==> src/rtl/bus_pkg.sv <==
// Shared definitions for the two-master RAM bus: state encodings and bus width.
package bus_pkg;

  localparam int BUS_W = 32;

  typedef enum logic [1:0] {
    IDLE   = 2'b00,
    GRANT0 = 2'b01,
    GRANT1 = 2'b10
  } arb_state_t;

endpackage

==> src/rtl/bus_arbiter2_if.sv <==
// Request/grant and slave-side bus signals shared by two masters and the arbiter.
interface bus_arbiter2_if;
  import bus_pkg::*;

  logic             m0_req;
  logic             m0_wr;
  logic [BUS_W-1:0] m0_addr;
  logic [BUS_W-1:0] m0_dout;
  logic             m1_req;
  logic             m1_wr;
  logic [BUS_W-1:0] m1_addr;
  logic [BUS_W-1:0] m1_dout;
  logic             m0_grant;
  logic             m1_grant;
  logic             s_sel;
  logic             s_wr;
  logic [BUS_W-1:0] s_addr;
  logic [BUS_W-1:0] s_din;

  // Master side drives requests and data, observes grants and the slave bus.
  modport master (
    output m0_req, m0_wr, m0_addr, m0_dout,
    output m1_req, m1_wr, m1_addr, m1_dout,
    input  m0_grant, m1_grant, s_sel, s_wr, s_addr, s_din
  );

  // Arbiter side consumes requests and drives grants and the slave bus.
  modport slave (
    input  m0_req, m0_wr, m0_addr, m0_dout,
    input  m1_req, m1_wr, m1_addr, m1_dout,
    output m0_grant, m1_grant, s_sel, s_wr, s_addr, s_din
  );

endinterface

==> src/rtl/mux2_32bits.sv <==
// 2:1 bus-width multiplexer used to steer address and write data onto the slave.
module mux2_32bits
  import bus_pkg::*;
(
  input  logic [BUS_W-1:0] d0,
  input  logic [BUS_W-1:0] d1,
  input  logic             s,
  output logic [BUS_W-1:0] y
);

  assign y = s ? d1 : d0;

endmodule

==> src/rtl/bus_arbiter2.sv <==
// Round-robin arbiter for two masters sharing the RAM bus, with an optional
// hold limit that forces rotation when the other master is waiting.
module bus_arbiter2
  import bus_pkg::*;
#(
  parameter int MAX_HOLD = 8,
  parameter int CNT_W    = 4
) (
  input  logic          clk,
  input  logic          reset,
  bus_arbiter2_if.slave bus
);

  // With MAX_HOLD == 0 the counter simply sits at zero and rotation never fires.
  localparam logic [CNT_W-1:0] HOLD_LIM = (MAX_HOLD == 0) ? '0 : CNT_W'(MAX_HOLD - 1);
  localparam logic             ROT_EN   = (MAX_HOLD != 0);

  arb_state_t       state, next_state;
  logic [CNT_W-1:0] hold_cnt, next_cnt;
  logic             last, next_last;
  logic             m0_grant_r, m1_grant_r, s_sel_r;
  logic             own_req, oth_req, rot_hit;

  function automatic logic [CNT_W-1:0] sat_inc(input logic [CNT_W-1:0] c);
    return (c == HOLD_LIM) ? c : c + 1'b1;
  endfunction

  always_comb begin
    next_state = state;
    next_cnt   = '0;
    next_last  = last;
    own_req    = (state == GRANT1) ? bus.m1_req : bus.m0_req;
    oth_req    = (state == GRANT1) ? bus.m0_req : bus.m1_req;
    rot_hit    = ROT_EN && oth_req && (hold_cnt == HOLD_LIM);

    case (state)
      IDLE: begin
        if (bus.m0_req && bus.m1_req) next_state = last ? GRANT0 : GRANT1;
        else if (bus.m0_req)          next_state = GRANT0;
        else if (bus.m1_req)          next_state = GRANT1;
      end
      GRANT0, GRANT1: begin
        if (own_req && !rot_hit) begin
          next_cnt = sat_inc(hold_cnt);
        end else if (oth_req) begin
          next_state = (state == GRANT0) ? GRANT1 : GRANT0;
        end else begin
          next_state = IDLE;
        end
      end
      default: next_state = IDLE;
    endcase

    if (next_state == GRANT0)      next_last = 1'b0;
    else if (next_state == GRANT1) next_last = 1'b1;
  end

  // Grant and select are registered from the next state so they change only on edges.
  always_ff @(posedge clk) begin
    if (reset) begin
      state      <= IDLE;
      hold_cnt   <= '0;
      last       <= 1'b1;
      m0_grant_r <= 1'b0;
      m1_grant_r <= 1'b0;
      s_sel_r    <= 1'b0;
    end else begin
      state      <= next_state;
      hold_cnt   <= next_cnt;
      last       <= next_last;
      m0_grant_r <= (next_state == GRANT0);
      m1_grant_r <= (next_state == GRANT1);
      s_sel_r    <= (next_state == GRANT1);
    end
  end

  assign bus.m0_grant = m0_grant_r;
  assign bus.m1_grant = m1_grant_r;
  assign bus.s_sel    = s_sel_r;
  assign bus.s_wr     = ~reset & ((m0_grant_r & bus.m0_wr) | (m1_grant_r & bus.m1_wr));

  mux2_32bits u_addr_mux (
    .d0 (bus.m0_addr),
    .d1 (bus.m1_addr),
    .s  (s_sel_r),
    .y  (bus.s_addr)
  );

  mux2_32bits u_data_mux (
    .d0 (bus.m0_dout),
    .d1 (bus.m1_dout),
    .s  (s_sel_r),
    .y  (bus.s_din)
  );

endmodule

==> src/flat_wrapper.sv <==
// flat-port wrapper written by rule: the top's interface ports become plain ports
module bus_arbiter2_flat import bus_pkg::*;
#(
  parameter int MAX_HOLD = 8,
  parameter int CNT_W    = 4
)
  (clk, reset, bus_m0_req, bus_m0_wr, bus_m0_addr, bus_m0_dout, bus_m1_req, bus_m1_wr, bus_m1_addr, bus_m1_dout, bus_m0_grant, bus_m1_grant, bus_s_sel, bus_s_wr, bus_s_addr, bus_s_din);
  bus_arbiter2_if bus_i ();
  input  logic clk;
  input  logic reset;
  input wire logic [$bits(bus_i.m0_req)-1:0] bus_m0_req;
  input wire logic [$bits(bus_i.m0_wr)-1:0] bus_m0_wr;
  input wire logic [$bits(bus_i.m0_addr)-1:0] bus_m0_addr;
  input wire logic [$bits(bus_i.m0_dout)-1:0] bus_m0_dout;
  input wire logic [$bits(bus_i.m1_req)-1:0] bus_m1_req;
  input wire logic [$bits(bus_i.m1_wr)-1:0] bus_m1_wr;
  input wire logic [$bits(bus_i.m1_addr)-1:0] bus_m1_addr;
  input wire logic [$bits(bus_i.m1_dout)-1:0] bus_m1_dout;
  output wire logic [$bits(bus_i.m0_grant)-1:0] bus_m0_grant;
  output wire logic [$bits(bus_i.m1_grant)-1:0] bus_m1_grant;
  output wire logic [$bits(bus_i.s_sel)-1:0] bus_s_sel;
  output wire logic [$bits(bus_i.s_wr)-1:0] bus_s_wr;
  output wire logic [$bits(bus_i.s_addr)-1:0] bus_s_addr;
  output wire logic [$bits(bus_i.s_din)-1:0] bus_s_din;
  assign bus_i.m0_req = bus_m0_req;
  assign bus_i.m0_wr = bus_m0_wr;
  assign bus_i.m0_addr = bus_m0_addr;
  assign bus_i.m0_dout = bus_m0_dout;
  assign bus_i.m1_req = bus_m1_req;
  assign bus_i.m1_wr = bus_m1_wr;
  assign bus_i.m1_addr = bus_m1_addr;
  assign bus_i.m1_dout = bus_m1_dout;
  assign bus_m0_grant = bus_i.m0_grant;
  assign bus_m1_grant = bus_i.m1_grant;
  assign bus_s_sel = bus_i.s_sel;
  assign bus_s_wr = bus_i.s_wr;
  assign bus_s_addr = bus_i.s_addr;
  assign bus_s_din = bus_i.s_din;
  bus_arbiter2 #(.MAX_HOLD(MAX_HOLD), .CNT_W(CNT_W)) u_core (.clk(clk), .reset(reset), .bus(bus_i));
endmodule
==> config.mk <==
export PLATFORM = sky130hd
export DESIGN_NAME = bus_arbiter2_flat
export DESIGN_NICKNAME = d
export VERILOG_FILES = /design/src/rtl/bus_pkg.sv /design/src/rtl/bus_arbiter2_if.sv /design/src/rtl/mux2_32bits.sv /design/src/rtl/bus_arbiter2.sv /design/src/flat_wrapper.sv
export SDC_FILE = /design/constraint.sdc
export NUM_CORES = 1
export LEC_CHECK = 0
export CORE_UTILIZATION = 24
export DETAILED_ROUTE_END_ITERATION = 10
export PLACE_DENSITY = 0.82
export SLEW_MARGIN = 20
export SYNTH_ARGS = -nofsm -noshare
export SYNTH_HDL_FRONTEND = slang
export SYNTH_SLANG_ARGS = --single-unit
==> constraint.sdc <==
create_clock -name clk -period 3.04 [get_ports clk]
set_clock_uncertainty 0.05 [all_clocks]
set_input_delay 0.456 -clock clk [delete_from_list [all_inputs] [get_ports clk]]
set_output_delay 0.456 -clock clk [all_outputs]
set_load 0.02 [all_outputs]
==> flow_summary.yaml <==
run_status:
  status: "finished, final reports clean"
logic_synthesis:
  ys_seq_area_frac: 0.1266
  synth_edf_count: 0
  ys.flop_type: "dfxtp_1"
  synth_async_sr_flop_share: 0
  netlist.area_leader.share: 0.5066
  synthTopCellsByArea: "mux2_2 51%, dfxtp_1 13%, ha_1 7.0%"
  syn_nets: 286
  yosysTopAreaCell: "mux2_2"
  netlist_area_sq_um: 1423
  post_synth.cell_area_avg_sq_um: 9.879
  syn_inst: 144
  ys_seq_elements: 9
  yosysUniqueCellTypes: 34
  ys_warn_count: 0
global_routing:
  grt_max_degree: 39
  use_met1: 0.2175
  first_global_vias: 1975
  grt-busiest-layer: "met2"
  grt_pass1_wl_um: 9763
  grtUsageTotal: 0.2011
  grt_util_met3: 0.06667
  antenna_found_initial: 0
  met2_usage: 0.3819
  gr-total-overflow: 0
cells_and_area:
  num_antenna_cells: 0
  post-route-util: 0.6363
  final_cell_area_sq_um: 3568
  final_net_count: 486
  fin_cells: 415
  areaGrowthSynthToFinish_pct: 150.8
  drive_gt1_frac: 0.2245
critical_path:
  critPathCaptureType: "primary output"
  crit_type: "reg -> out"
  worstPathMaxFanout: 38
  worstReg2RegStart: "u_core.state[0]"
  required_ns: 2.53
  endpoint: "bus_s_din[31]"
  reg2reg_setup_slack_ns: 0.67
  ff2ff_path_depth: 9
  cp.arrival_ns: 1.97
  startpoint: "u_core.bus.m1_grant"
  cp-start-kind: "register"
  worstReg2RegEnd: "u_core.last"
placement:
  post-dp-hpwl_um: 5776
  gp_congestion: 0.9235
  portBuffers: 201
  dp.cells: 411
  placed_area_sq_um: 3523
sta:
  drv_slew: 0
  fmax_mhz: 403.3
  finalCritPeriodShare: 0.8156
  hold_viol_final: 0
  min_period_ns: 2.479
  setup_violations: 0
  worstMarginPinSlew_ns: 0.3417
  slew_headroom: 0.7698
  worst_hold_slack_ns: 0.4541
  setup-tns-final_ns: 0
  rsz0062_at_grt: "false"
drt:
  drc_errors: 0
  first_iter_violations: 27
  routed_wl_um: 6822
  vias: 1938
  wl_per_cell_um: 16.44
  dr.pass1.iters: 4
  vias_per_cell: 4.670
  antenna_left: 0
clocking:
  cts_tree: "built"
  clkTransAtPathRegs_ns: 0.05
  cts_hold_buf: 0
  worstSkewPairLatency_ns: 0.23
  cts_sinks: 9
  cts-buffers-inserted: 3
  cts_max_level: 1
  clockBufferDepth: 2
  cts_setup_buffers: 0
  cts.repair.resized: 0
  cts_root_buf: "clkbuf_8"
power:
  p_leak_nw: 1.366
  irDropWorstVdd_mv: 0.3482
  powerDensity_nw_per_um2: 433.3
floorplan:
  start_util: 0.2537
  io-pin-count: 202
  die_h_um: 78.99
  rows: 27
  fp.coreArea_sq_um: 5608
  die_x_um: 78.99
  design.die.area_sq_um: 6239
min_path:
  hold_path_class: "reg -> reg"
flow_run:
  maxCapViolations: 0
## through the flow
| step | power [mW] | setup WS [ns] |
|---|---|---|
| 2_1_floorplan | 0.8463 | 0.9353 |
| 3_3_place_gp | 1.392 | 0.5691 |
| 3_5_place_dp | 1.404 | 0.5093 |
| 4_1_cts | 1.555 | 0.5423 |
| 5_1_grt | 1.635 | 0.4775 |
| 6_report | 1.546 | 0.5606 |
## cells in the final DEF (no fill, tap or decap), drive strengths merged
master / count
inv: 5
nand2b: 2
clkbuf: 4
a32o: 1
o31ai: 1
dfxtp: 9
o21ai: 2
a21oi: 1
nand3: 7
nor2: 9
nor3b: 1
o221a: 1
nor3: 1
a31o: 1
o221ai: 1
xnor2: 1
nand2: 1
o21ba: 1
nor2b: 2
o22ai: 1
or2: 1
mux2i: 4
a31oi: 1
nand4: 3
buf: 2
nand3b: 2
clkdlybuf4s50: 201
a22oi: 1
and2b: 2
ha: 8
mux2: 66
## routing by layer
layer / vias to the layer above / share of wire
li1: 935 / -
met4: 0 / 0.0076
met2: 117 / 0.51
met5: - / 0
met3: 10 / 0.11
met1: 876 / 0.38
## worst min path at each step
stage	start	endpoint	slack [ns]	cells past startpoint
final	u_core.last	u_core.last	0.45	2
after global routing	u_core.last	u_core.last	0.49	2
after CTS	u_core.last	u_core.last	0.45	2
after detailed placement	u_core.last	u_core.last	0.44	2
after global placement	u_core.last	u_core.last	0.44	2
after floorplan	u_core.last	u_core.last	0.39	2
## worst max-delay path, cell delays in order, from the launching register on
cell and delay, ns:
dfxtp_2 0.53, buf_12 0.28, mux2_2 0.37, clkdlybuf4s50_1 0.56
## flip-flops by register name, indices dropped and copies added (netlist names)
register	cells
u_core.bus.m1_grant	1
u_core.hold_cnt	4
u_core.last	1
u_core.bus.m0_grant	1
u_core.state	2
## where the power goes
group          internal [mW]  switching, mW
clock network         0.0915         0.0485
registers              0.146         0.0423
logic                  0.697          0.521
## layout make-up
class,instances,area (sq um)
clock buffer,4,45.04
fill,496,2039
inverter,5,18.77
multi-input combinational,122,1181
sequential,9,181.4
tap,72,90.09
timing repair buffer,203,2052
## synthesized netlist by cell type (all sizes together), types with 2 or more instances
master and count:
mux2 66, dfxtp 9, nor2 9, buf 8, ha 8, nand3 7
inv 5, mux2i 4, nand4 3, and2b 2, nand2b 2, nand3b 2
nor2b 2, o21ai 2
## kinds of logic after synthesis
| group | share of synthesized area |
|---|---|
| multiplexers | 0.5532 |
| AND/OR/NAND/NOR | 0.1266 |
| buffers and inverters | 0.04310 |
| AO/OA/AOI/OAI | 0.07389 |
| flip-flops | 0.1266 |
| adder cells (fa/ha/maj) | 0.07036 |
| XOR/XNOR | 0.006158 |
Note: power is estimated with default switching activity, not from simulation.
==> variant: new RTL, same settings <==
Set the package constant `BUS_W` to 36 (it was 32).
--- a/src/rtl/bus_pkg.sv
+++ b/src/rtl/bus_pkg.sv
@@ -1,7 +1,7 @@
 // Shared definitions for the two-master RAM bus: state encodings and bus width.
 package bus_pkg;
 
-  localparam int BUS_W = 32;
+  localparam int BUS_W = 36;
 
   typedef enum logic [1:0] {
     IDLE   = 2'b00,
Interface: changed (6 resized); port bits go from 202 to 226. The function was not compared with the original's and may differ.
==> variant against the unedited design <==
  * Highest routed layer unchanged
  * Design area rose by 9.4%
  * Worst setup slack got worse by 0.058 ns
  * Sequential cell count did not move
  * Area after synthesis rose by 6.7%
  * Clock power barely moved
  * Global-route usage rose by 0.51 points
  * Critical path type unchanged
  * Largest cell class unchanged
  * Wire length rose by 11%
  * Power rose by 7.1%
==> variant: results (changes against the unedited design) <==
Top cells by area, synth: mux2_2, dfxtp_1, ha_1 (unchanged)
DR iter-0 viols: 30 (was 27)
Register area share after synthesis: 11.87% (was 12.66%)
Met1 GRT Util: 23.65% (was 21.75%)
First-pass GRT wire length: 10450 um (was 9763 um)
Place WS: 0.5247 ns (was 0.5093 ns)
Most frequent cells after synthesis: mux2_2, dfxtp_1, nor2_1 (unchanged)
Synth Area in Compound Gates: 6.925% (was 7.388%)
Gr usage total: 20.62% (was 20.11%)
Vias in the first global route: 2011 (was 1975)
Cell leakage power: 1.489 nW (was 1.366 nW)
Hpwl dp: 6379 um (was 5776 um)
CP peak stage delay: 0.59 ns (was 0.56 ns)
VDD IR max: 0.3829 mV (was 0.3482 mV)
Largest net degree at the start of global routing: 32 (was 39)
Most Crowded Layer GR: met2 (unchanged)
Clock latency on the worst-skew pair: 0.23 ns (about the same)
Run status: finished clean (unchanged)
Worst Path Arrival: 2.03 ns (was 1.97 ns)
Wire length per cell: 16.84 um (was 16.44 um)
Adder-cell area share of the yosys netlist: 6.595% (was 7.036%)
Relative slew margins: 71.07% (was 76.98%)
CP max FO: 31 (was 38)
Mux contribution to synthesized area: 57.79% (was 55.32%)
Vias per inst: 4.522 (was 4.670)
Mapped Nets: 311 (was 286)
Fill cell count: 515 (was 496)
RePlAce Congestion: 0.8596 (was 0.9235)
Synth Area in XOR/XNOR: 0.5771% (was 0.6157%)
Nets: 534 (was 486)
Grt met2 use: 37.08% (was 38.19%)
PortBufs: 225 (was 201)
-- variant: cell types whose count changed after synthesis --
cell,unedited run,this run
buf_2,7,8
mux2_2,64,72
-- variant: report_power, final --
group / total [mW] / internal [mW] / leakage [nW] / switching, mW
Sequential: 0.192 / 0.146 / 0.0739 / 0.0452
Clock: 0.140 / 0.0915 / 0.0228 / 0.0489
Combinational: 1.32 / 0.761 / 1.39 / 0.563
Total: 1.66 / 0.998 / 1.49 / 0.657
-- variant: per-stage QoR --
step / std cells / util [%]
5_1_grt: 450 / 64.76
2_1_floorplan: 153 / -
6_report: 450 / 64.76
4_1_cts: 450 / 64.76
3_5_place_dp: 446 / 64.02
3_3_place_gp: 446 / 64.02
-- variant: worst min-delay path, stage by stage (launching register included) --
cell      delay [ns]
dfxtp_1         0.32
mux2i_1         0.07
nand2b_1        0.06
-- variant: final cells by class --
class                   instances  area share (%)
inverters                       5          0.4809
clock buffers                   4           1.154
well taps                      75           2.405
flip-flops and latches          9           4.649
repair buffers                227           58.74
multi-input cells             130           32.57
-- variant: cells by family (layout without fill, tap and decap cells) --
logic type / Yosys count / count (layout)
xor+xnor: 1 / 1
flops: 9 / 9
buf+inv: 14 / 236
simple gates: 31 / 31
mux: 78 / 78
fa+ha+maj: 8 / 8
compound gates: 12 / 12
-- variant: layer usage --
metal  up-vias  wire, um  part of all wire (%)
li1       1010         -                     -
met1       930      2819                    37
met2        84      3789                    50
met3        11       826                    11
met4         0       140                   1.8
met5         -         0                     0
-- variant: worst paths after layout --
path / startpoint / end / slack (ns)
max: u_core.bus.m1_grant / bus_s_din[34] / 0.50
max reg2reg: u_core.state[0] / u_core.last / 0.71
min reg2reg: u_core.last / u_core.last / 0.44
min: u_core.last / u_core.last / 0.44
